$ cat src/rtl/freq_meter_pkg.sv
// rtl/freq_meter_pkg.sv - shared state encoding and default sizing for the frequency meter
package freq_meter_pkg;

    typedef enum logic {
        ST_IDLE = 1'b0,
        ST_GATE = 1'b1
    } state_e;

    // 2^25 cycles matches the 25-bit divider that produces the 1 Hz system tick.
    localparam int DEFAULT_GATE_CYCLES = 33554432;
    localparam int DEFAULT_COUNT_W     = 16;
    localparam int GATE_CNT_W          = 26;

endpackage

$ cat src/rtl/freq_meter_sync_edge_det.sv
// rtl/freq_meter_sync_edge_det.sv - two-flop synchronizer plus rising-edge detect
module sync_edge_det (
    input  logic clock_in,
    input  logic reset,
    input  logic d,
    output logic rise
);

    logic s1_q, s1_d;
    logic s2_q, s2_d;
    logic prev_q, prev_d;

    always_comb begin
        s1_d   = d;
        s2_d   = s1_q;
        prev_d = s2_q;
    end

    always_ff @(posedge clock_in) begin
        if (reset) begin
            s1_q   <= 1'b0;
            s2_q   <= 1'b0;
            prev_q <= 1'b0;
        end else begin
            s1_q   <= s1_d;
            s2_q   <= s2_d;
            prev_q <= prev_d;
        end
    end

    assign rise = s2_q & ~prev_q;

endmodule

$ cat src/rtl/freq_meter.sv
// rtl/freq_meter.sv - counts signal_in rising edges over back-to-back fixed-length gate windows
module freq_meter
    import freq_meter_pkg::*;
#(
    parameter int GATE_CYCLES = DEFAULT_GATE_CYCLES,
    parameter int COUNT_W     = DEFAULT_COUNT_W
) (
    input  logic               clock_in,
    input  logic               reset,
    input  logic               enable,
    input  logic               signal_in,
    output logic [COUNT_W-1:0] freq_count,
    output logic               valid,
    output logic               overflow,
    output logic               busy
);

    localparam logic [GATE_CNT_W-1:0] GATE_LAST = GATE_CNT_W'(GATE_CYCLES - 1);
    localparam logic [COUNT_W-1:0]    COUNT_MAX = '1;

    state_e                  state_q, state_d;
    logic [GATE_CNT_W-1:0]   gate_cnt_q, gate_cnt_d;
    logic [COUNT_W-1:0]      edge_cnt_q, edge_cnt_d;
    logic                    sat_q, sat_d;
    logic [COUNT_W-1:0]      freq_count_q, freq_count_d;
    logic                    overflow_q, overflow_d;
    logic                    valid_q, valid_d;
    logic                    rise;
    logic [COUNT_W-1:0]      edge_cnt_next;
    logic                    sat_next;

    sync_edge_det u_sync_edge_det (
        .clock_in (clock_in),
        .reset    (reset),
        .d        (signal_in),
        .rise     (rise)
    );

    always_comb begin
        state_d       = state_q;
        gate_cnt_d    = gate_cnt_q;
        edge_cnt_d    = edge_cnt_q;
        sat_d         = sat_q;
        freq_count_d  = freq_count_q;
        overflow_d    = overflow_q;
        valid_d       = 1'b0;
        edge_cnt_next = edge_cnt_q;
        sat_next      = sat_q;

        // Saturating count including an edge seen this cycle, so a close-cycle edge is kept.
        if (rise) begin
            if (edge_cnt_q == COUNT_MAX) begin
                sat_next = 1'b1;
            end else begin
                edge_cnt_next = edge_cnt_q + 1'b1;
            end
        end

        case (state_q)
            ST_IDLE: begin
                gate_cnt_d = '0;
                edge_cnt_d = '0;
                sat_d      = 1'b0;
                if (enable) begin
                    state_d = ST_GATE;
                end
            end
            ST_GATE: begin
                if (!enable) begin
                    state_d    = ST_IDLE;
                    gate_cnt_d = '0;
                    edge_cnt_d = '0;
                    sat_d      = 1'b0;
                end else if (gate_cnt_q == GATE_LAST) begin
                    freq_count_d = edge_cnt_next;
                    overflow_d   = sat_next;
                    valid_d      = 1'b1;
                    gate_cnt_d   = '0;
                    edge_cnt_d   = '0;
                    sat_d        = 1'b0;
                end else begin
                    gate_cnt_d = gate_cnt_q + 1'b1;
                    edge_cnt_d = edge_cnt_next;
                    sat_d      = sat_next;
                end
            end
            default: state_d = ST_IDLE;
        endcase
    end

    always_ff @(posedge clock_in) begin
        if (reset) begin
            state_q      <= ST_IDLE;
            gate_cnt_q   <= '0;
            edge_cnt_q   <= '0;
            sat_q        <= 1'b0;
            freq_count_q <= '0;
            overflow_q   <= 1'b0;
            valid_q      <= 1'b0;
        end else begin
            state_q      <= state_d;
            gate_cnt_q   <= gate_cnt_d;
            edge_cnt_q   <= edge_cnt_d;
            sat_q        <= sat_d;
            freq_count_q <= freq_count_d;
            overflow_q   <= overflow_d;
            valid_q      <= valid_d;
        end
    end

    assign freq_count = freq_count_q;
    assign overflow   = overflow_q;
    assign valid      = valid_q;
    assign busy       = (state_q == ST_GATE);

endmodule
$ cat config.mk
export PLATFORM = sky130hd
export DESIGN_NAME = freq_meter
export DESIGN_NICKNAME = d
export VERILOG_FILES = /design/src/rtl/freq_meter_pkg.sv /design/src/rtl/freq_meter_sync_edge_det.sv /design/src/rtl/freq_meter.sv
export SDC_FILE = /design/constraint.sdc
export NUM_CORES = 1
export LEC_CHECK = 0
export CORE_ASPECT_RATIO = 0.6
export CORE_MARGIN = 1.5
export CORE_UTILIZATION = 57
export CTS_BUF_LIST = sky130_fd_sc_hd__clkbuf_16
export DETAILED_ROUTE_END_ITERATION = 8
export PLACE_DENSITY_LB_ADDON = 0.3
export SETUP_SLACK_MARGIN = 0.3
export SLEW_MARGIN = 20
export SYNTH_ARGS = -nofsm -noshare
export SYNTH_HDL_FRONTEND = slang
export SYNTH_HIERARCHICAL = 1
export SYNTH_SLANG_ARGS = --single-unit
$ cat constraint.sdc
create_clock -name clock_in -period 1.9 [get_ports clock_in]
set_input_delay 0.285 -clock clock_in [delete_from_list [all_inputs] [get_ports clock_in]]
set_output_delay 0.285 -clock clock_in [all_outputs]
set_load 0.02 [all_outputs]
==> results.json, run 1 <==
{
  "status": "stopped before the end",
  "lastStage": "global routing",
  "error": "[ERROR DPL-0033] detailed placement checks failed during check placement.",
  "hpwl_mm": 4.44,
  "worstEndpointGrtRepair": "freq_count[15]$_SDFFE_PP0P_/D",
  "yosys.area.top_type": "dfxtp_1",
  "synth-seq-area-share": 0.469,
  "root_buffer": "clkbuf_16",
  "endpoint_type": "sequential cell input",
  "grt_max_degree": 25,
  "std_cell_rows": 19,
  "synth_area_leaders": "dfxtp_1, nor2_1, xor2_1",
  "synth_cell_types": 40,
  "yosysWarnings": 6,
  "die_height_um": 57.0,
  "ios": 23,
  "cts_num_sinks": 65,
  "synth_area_per_cell_um2": 8.92,
  "async_flop_share": 0,
  "numPortBuffers": 22,
  "placed_cell_area_um2": 3230,
  "synthCells": 311,
  "synth_area_um2": 2770,
  "yosysTopAreaCellShare": 0.469,
  "start_util": 0.598,
  "place_congestion": 0.938,
  "clock_path_buffers": 2,
  "die_x_um": 93.1,
  "cts_buffers": 9,
  "ys.flop_type": "dfxtp_1",
  "synth_edf_count": 0,
  "syn-num-nets": 317,
  "synth.ff_latch_count": 65,
  "antenna_found_initial": 0,
  "cts.htree.levels": 3
}
==> Yosys cell counts (2+ instances only) <==
library cell / instances
a211oi_1: 11
a21o_1: 2
a21oi_1: 9
a31oi_1: 3
and3_1: 6
and4_1: 12
buf_2: 4
clkbuf_1: 8
dfxtp_1: 65
ha_1: 2
inv_1: 5
mux2_2: 2
mux2i_1: 3
nand2_1: 23
nand3_1: 18
nand4_1: 14
nor2_1: 59
nor2b_1: 5
nor3_1: 8
o211ai_1: 2
o21ai_0: 2
or3_1: 3
xnor2_1: 13
xor2_1: 16
==> kinds of logic after synthesis <==
group / count (synthesis) / share of synthesized area
xor+xnor: 29 / 0.0916
simple gates: 157 / 0.298
fa+ha+maj: 2 / 0.00902
compound gates: 35 / 0.0861
flops: 65 / 0.469
mux: 5 / 0.0189
buf+inv: 18 / 0.0275
==> timing repair <==
| item | 4_1_cts |
|---|---|
| gates resized for setup | 50 |
| setup buffers | 18 |
| pin swaps | 30 |
| endpoints found under the setup margin | 59 |
| hold buffers | 0 |
| gates cloned | 2 |
==> through the flow <==
stage | worst slack [ns] | cells | util
2_1_floorplan | 0.285 | 311 | -
3_3_place_gp | 0.131 | 403 | 0.697
3_5_place_dp | 0.102 | 403 | 0.697
4_1_cts | 0.236 | 439 | 0.847
==> run 2, diff against run 1 <==
--- a/config.mk
+++ b/config.mk
@@ -5,13 +5,10 @@
 export SDC_FILE = /design/constraint.sdc
 export NUM_CORES = 1
 export LEC_CHECK = 0
-export CORE_ASPECT_RATIO = 0.6
 export CORE_MARGIN = 1.5
-export CORE_UTILIZATION = 57
-export CTS_BUF_LIST = sky130_fd_sc_hd__clkbuf_16
+export CORE_UTILIZATION = 40
 export DETAILED_ROUTE_END_ITERATION = 8
-export PLACE_DENSITY_LB_ADDON = 0.3
-export SETUP_SLACK_MARGIN = 0.3
+export PLACE_DENSITY_LB_ADDON = 0.15
 export SLEW_MARGIN = 20
 export SYNTH_ARGS = -nofsm -noshare
 export SYNTH_HDL_FRONTEND = slang
==> run 2 against run 1 <==
  * The flow now finishes without violations
  * Area after synthesis unchanged
  * Synthesized cell count is the same
==> results.json, run 2 <==
{
  "hold_viol_final": 0,
  "layout.nets": 357,
  "drtAntennaViolNets": 0,
  "numPortBuffers": 22,
  "critPathKind": "register to register",
  "holdBufCountCts": 0,
  "max_stage_delay_ns": 0.39,
  "ios": 23,
  "hpwl_mm": 3.91,
  "period_share": 0.936,
  "cp_max_fo": 8,
  "syn-num-nets": 317,
  "drv_slew": 0,
  "synth_area_per_cell_um2": 8.92,
  "ys.flop_type": "dfxtp_1",
  "synth.ff_latch_count": 65,
  "synthCells": 311,
  "wl_met1_mm": 2.65,
  "grt_max_degree": 42,
  "clock_path_buffers": 2,
  "cp.required_ns": 2.18,
  "viasPerCell": 5.18,
  "die_x_um": 86.3,
  "start_util": 0.411,
  "seq_power_share": 0.569,
  "fillerInstances": 666,
  "syn_to_final_growth_pct": 22.1,
  "period_needed_ns": 1.78,
  "grt_pass1_vias": 2202,
  "multi_input_area_um2": 1410,
  "hold_slack_ns": 0.437,
  "globalRouteOverflowTotal": 0,
  "cp.arrival_ns": 2.06,
  "cts_buffers": 9,
  "cpLargestDelayFamily": "simple AND/OR/NAND/NOR gates",
  "die_area_um2": 7440,
  "largest_reg_flops": 26,
  "cts_tree": "built",
  "critPathCaptureType": "register",
  "placed_cell_area_um2": 3200,
  "path_cells": "nand3_1 > nor4_4 > buf_4 > a21oi_2 > or3_1 > a21oi_1",
  "yosysWarnings": 6,
  "layout_commonest_cell": "dfxtp_1",
  "layout_common_cells": "dfxtp_1, nor2_1, nand2_1",
  "antenna_found_initial": 0,
  "p_comb_frac": 0.018,
  "drcViolationCount": 0,
  "grtUsageTotal": 0.171,
  "yosys.area.top_type": "dfxtp_1",
  "hold_path.class": "register to register",
  "wl_met3_um": 168,
  "p_leak_nw": 1.15,
  "internal_power_mw": 1.88,
  "drive_gt1_frac": 0.124,
  "cts_num_sinks": 65,
  "p_per_area_nw_per_um2": 711,
  "core_area_um2": 6760,
  "wl_per_cell_um": 13.2,
  "status": "completed",
  "num_vias": 2253,
  "synth_cell_types": 40,
  "peakVddDrop_v": 0.000466,
  "place_congestion": 0.831,
  "fin_area_um2": 3390,
  "path_buf_inv": 1,
  "worst_setup_path_start_kind": "register",
  "cap_violations": 0,
  "p_clk_frac": 0.413,
  "max_slew.worst_pin.slew_ns": 0.405,
  "std_cell_rows": 30,
  "p_sw_frac": 0.218,
  "regArea_um2": 1300,
  "synth_edf_count": 0,
  "regMostFlops": "gate_cnt_q",
  "clock_skew_ns": 0.00677,
  "synth_area_leaders": "dfxtp_1, nor2_1, xor2_1",
  "synth_area_um2": 2770,
  "async_flop_share": 0,
  "grt_first_pass_wirelength_mm": 9.89,
  "drt_wl_total_mm": 5.73,
  "cts.htree.levels": 3,
  "slowest_stage": "dfxtp_1",
  "wl_met2_mm": 2.79,
  "drt-initial-drc-count": 94,
  "root_buffer": "clkbuf_8",
  "synth_common_cells": "dfxtp_1, nor2_1, nand2_1",
  "yosysTopAreaCellShare": 0.469,
  "path_clk_slew_ns": 0.07,
  "p_sw_mw": 0.524,
  "setup_viol_count_final": 0,
  "diodes": 0,
  "highest_layer": "met4",
  "post-synth-top-count-cell": "dfxtp_1",
  "clkLatencyLatePin_ns": 0.34,
  "relSlewSlack": 0.730,
  "synth-seq-area-share": 0.469,
  "dr.pass1.iters": 4,
  "die_height_um": 86.3,
  "max_freq_ghz": 0.562
}
[run 2: cell counts after synthesis]
Identical to the previous run, type by type.
[run 2: stage by stage]
stage | instances | setup slack (ns) | util | setup TNS, ns | total power, mW
after global routing | 435 | -0.0181 | 0.501 | -0.0181 | 2.51
after CTS | 433 | 0.0335 | 0.497 | 0 | 2.45
after global placement | 418 | 0.0991 | 0.473 | 0 | 1.44
after detailed placement | 418 | 0.0610 | 0.473 | 0 | 1.44
final | 435 | 0.121 | 0.501 | 0 | 2.41
after floorplan | 311 | 0.168 | - | 0 | 1.42
[run 2: final cells by class]
class / count / share of cell area
multi-input cells: 228 / 0.416
clock inverters: 3 / 0.00517
well taps: 80 / 0.0296
flip-flops and latches: 65 / 0.384
inverters: 5 / 0.00554
clock buffers: 12 / 0.0429
repair buffers: 42 / 0.117
[run 2: worst paths after layout]
path	from	end	cells after the start	slack (ns)
worst max-delay path	edge_cnt_q[7]	freq_count[4]	6	0.12
worst min-delay path	u_sync_edge_det/s1_q	u_sync_edge_det/prev_d	1	0.44
worst max register to register	edge_cnt_q[7]	freq_count[4]	6	0.12
worst min register to register	u_sync_edge_det/s1_q	u_sync_edge_det/prev_d	1	0.44
[run 2: logic make-up (layout without fill, tap and decap cells)]
logic type | after synthesis | count (layout) | synth area share
AND/OR/NAND/NOR | 157 | 157 | 0.298
flip-flops | 65 | 65 | 0.469
AO/OA/AOI/OAI | 35 | 35 | 0.0861
XOR/XNOR | 29 | 29 | 0.0916
buffers and inverters | 18 | 62 | 0.0275
multiplexers | 5 | 5 | 0.0189
adder cells (fa/ha/maj) | 2 | 2 | 0.00902
[run 2: routing by layer]
metal  vias to the layer above  GRT usage
li1                       1166          -
met5                         -          0
met2                        29      0.284
met1                      1046      0.204
met4                         0     0.0630
met3                        12     0.0600
[run 2: power groups by stage]
stage / logic [mW] / registers, mW / clock network, mW
detailed placement: 0.0445 / 1.40 / 0
global route: 0.0474 / 1.37 / 1.10
global placement: 0.0437 / 1.40 / 0
CTS: 0.0445 / 1.37 / 1.04
finish: 0.0432 / 1.37 / 0.995
floorplan: 0.0193 / 1.40 / 0
[run 2: what timing repair did]
| item | 4_1_cts | 5_1_grt |
|---|---|---|
| resized for setup | 0 | 2 |
| buffers inserted | 0 | 2 |
| endpoints found under the setup margin | 0 | 14 |
Note: power is estimated with default switching activity, not from simulation.
==> run 3, diff against run 2 <==
--- a/config.mk
+++ b/config.mk
@@ -7,6 +7,7 @@
 export LEC_CHECK = 0
 export CORE_MARGIN = 1.5
 export CORE_UTILIZATION = 40
+export CTS_BUF_LIST = sky130_fd_sc_hd__clkbuf_4 sky130_fd_sc_hd__clkbuf_8 sky130_fd_sc_hd__clkbuf_16
 export DETAILED_ROUTE_END_ITERATION = 8
 export PLACE_DENSITY_LB_ADDON = 0.15
 export SLEW_MARGIN = 20
==> run 3 against run 2 <==
  * Routed wire length is essentially flat
  * Clock-buffer cell count is the same
  * Combinational power is essentially flat
  * Register-to-register slack is essentially flat
==> results.json, run 3 (synthesis results as in run 2) <==
{
  "cts_num_sinks": 65,
  "core_area_um2": 6760,
  "path_clk_slew_ns": 0.07,
  "fillerInstances": 663,
  "finalPower_mw": 2.43,
  "diodes": 0,
  "dr.pass1.iters": 4,
  "drtAntennaViolNets": 0,
  "max_slew.worst_pin.slew_ns": 0.405,
  "cap_violations": 0,
  "period_share": 0.935,
  "p_per_area_nw_per_um2": 717,
  "layout_commonest_cell": "dfxtp_1",
  "p_leak_nw": 1.15,
  "multi_input_area_um2": 1410,
  "start_util": 0.411,
  "peakVddDrop_v": 0.000458,
  "grt_pass1_vias": 2203,
  "regArea_um2": 1300,
  "num_vias": 2262,
  "cp.arrival_ns": 2.05,
  "die_x_um": 86.3,
  "largest_reg_flops": 26,
  "clkLatencyLatePin_ns": 0.34,
  "hold_path.class": "register to register",
  "viasPerCell": 5.20,
  "drt_wl_total_mm": 5.73,
  "cp_max_fo": 8,
  "grt_first_pass_wirelength_mm": 9.88,
  "drt-initial-drc-count": 82,
  "ios": 23,
  "die_area_um2": 7440,
  "p_sw_mw": 0.523,
  "max_freq_ghz": 0.563,
  "seq_power_share": 0.562,
  "layout_common_cells": "dfxtp_1, nor2_1, nand2_1",
  "hold_viol_final": 0,
  "regMostFlops": "gate_cnt_q",
  "status": "completed",
  "critPathKind": "register to register",
  "die_height_um": 86.3,
  "cts_buffers": 9,
  "relSlewSlack": 0.730,
  "fin_util": 0.502,
  "max_stage_delay_ns": 0.39,
  "globalRouteOverflowTotal": 0,
  "cts_tree": "built",
  "clock_path_buffers": 2,
  "hpwl_mm": 3.91,
  "worst_setup_path_start_kind": "register",
  "period_needed_ns": 1.78,
  "clock_skew_ns": 0.00657,
  "cts.htree.levels": 3,
  "grt_max_degree": 42,
  "std_cell_rows": 30,
  "drcViolationCount": 0,
  "slowest_stage": "dfxtp_1",
  "drv_slew": 0,
  "p_comb_frac": 0.018,
  "antenna_found_initial": 0,
  "p_sw_frac": 0.215,
  "drive_gt1_frac": 0.130,
  "cp.required_ns": 2.18,
  "layout.nets": 357,
  "path_cells": "nand3_1 > nor4_4 > buf_4 > a21oi_2 > or3_1 > a21oi_1",
  "numPortBuffers": 22,
  "critPathCaptureType": "register",
  "root_buffer": "clkbuf_8",
  "p_clk_frac": 0.420,
  "syn_to_final_growth_pct": 22.3,
  "internal_power_mw": 1.91,
  "place_congestion": 0.831,
  "wl_per_cell_um": 13.2,
  "grtUsageTotal": 0.171,
  "setup_viol_count_final": 0
}
[run 3: cell count changes in the layout (fill, tap and decap cells not counted)]
cell      previous run  this run
clkbuf_1             2         0
clkbuf_4             0         2
[run 3: final cells by class]
cell class	count	area share
Clock inverter	3	0.00516
Sequential cell	65	0.383
Multi-Input combinational cell	228	0.415
Inverter	5	0.00553
Timing Repair Buffer	42	0.117
Clock buffer	12	0.0450
Tap cell	80	0.0295
[run 3: worst max-delay path: cells and delay by family, from the launching register on]
kind	cells	cell delay, ns
and+or+nand+nor	3	0.91
buffers and inverters	1	0.20
DFF	1	0.39
AOI/OAI and AO/OA	2	0.20
[run 3: per-stage QoR]
stage | hold WS [ns] | worst slack [ns] | setup TNS, ns | instance area, um^2 | cells
after floorplan | 0.357 | 0.168 | 0 | 2770 | 311
after global placement | 0.431 | 0.0991 | 0 | 3200 | 418
after detailed placement | 0.421 | 0.0610 | 0 | 3200 | 418
after CTS | 0.439 | 0.0335 | 0 | 3370 | 433
after global routing | 0.448 | -0.0181 | -0.0181 | 3390 | 435
final | 0.437 | 0.123 | 0 | 3390 | 435
[run 3: timing repair]
action	4_1_cts	5_1_grt
endpoints found under the setup margin	0	14
hold buffers	0	0
setup buffers	0	2
gates resized for setup	0	2
[run 3: routing by layer]
layer | global-route usage | share of wire | wire [um]
met2 | 0.283 | 0.48 | 2770
met3 | 0.0600 | 0.031 | 176
met4 | 0.0645 | 0.020 | 117
met1 | 0.204 | 0.47 | 2670
met5 | 0 | 0 | 0
[run 3: path summary, 6_finish.rpt]
| check | start | end | slack, ns | cells past startpoint |
|---|---|---|---|---|
| setup / recovery | edge_cnt_q[7] | freq_count[4] | 0.12 | 6 |
| hold / removal | u_sync_edge_det/s1_q | u_sync_edge_det/prev_d | 0.44 | 1 |
| setup reg to reg | edge_cnt_q[7] | freq_count[4] | 0.12 | 6 |
| hold reg to reg | u_sync_edge_det/s1_q | u_sync_edge_det/prev_d | 0.44 | 1 |
[run 3: power by group through the flow]
stage	logic (mW)	clock network, mW	registers (mW)
CTS	0.0445	1.07	1.37
detailed placement	0.0445	0	1.40
global placement	0.0437	0	1.40
global route	0.0474	1.13	1.37
floorplan	0.0193	0	1.40
finish	0.0433	1.02	1.37
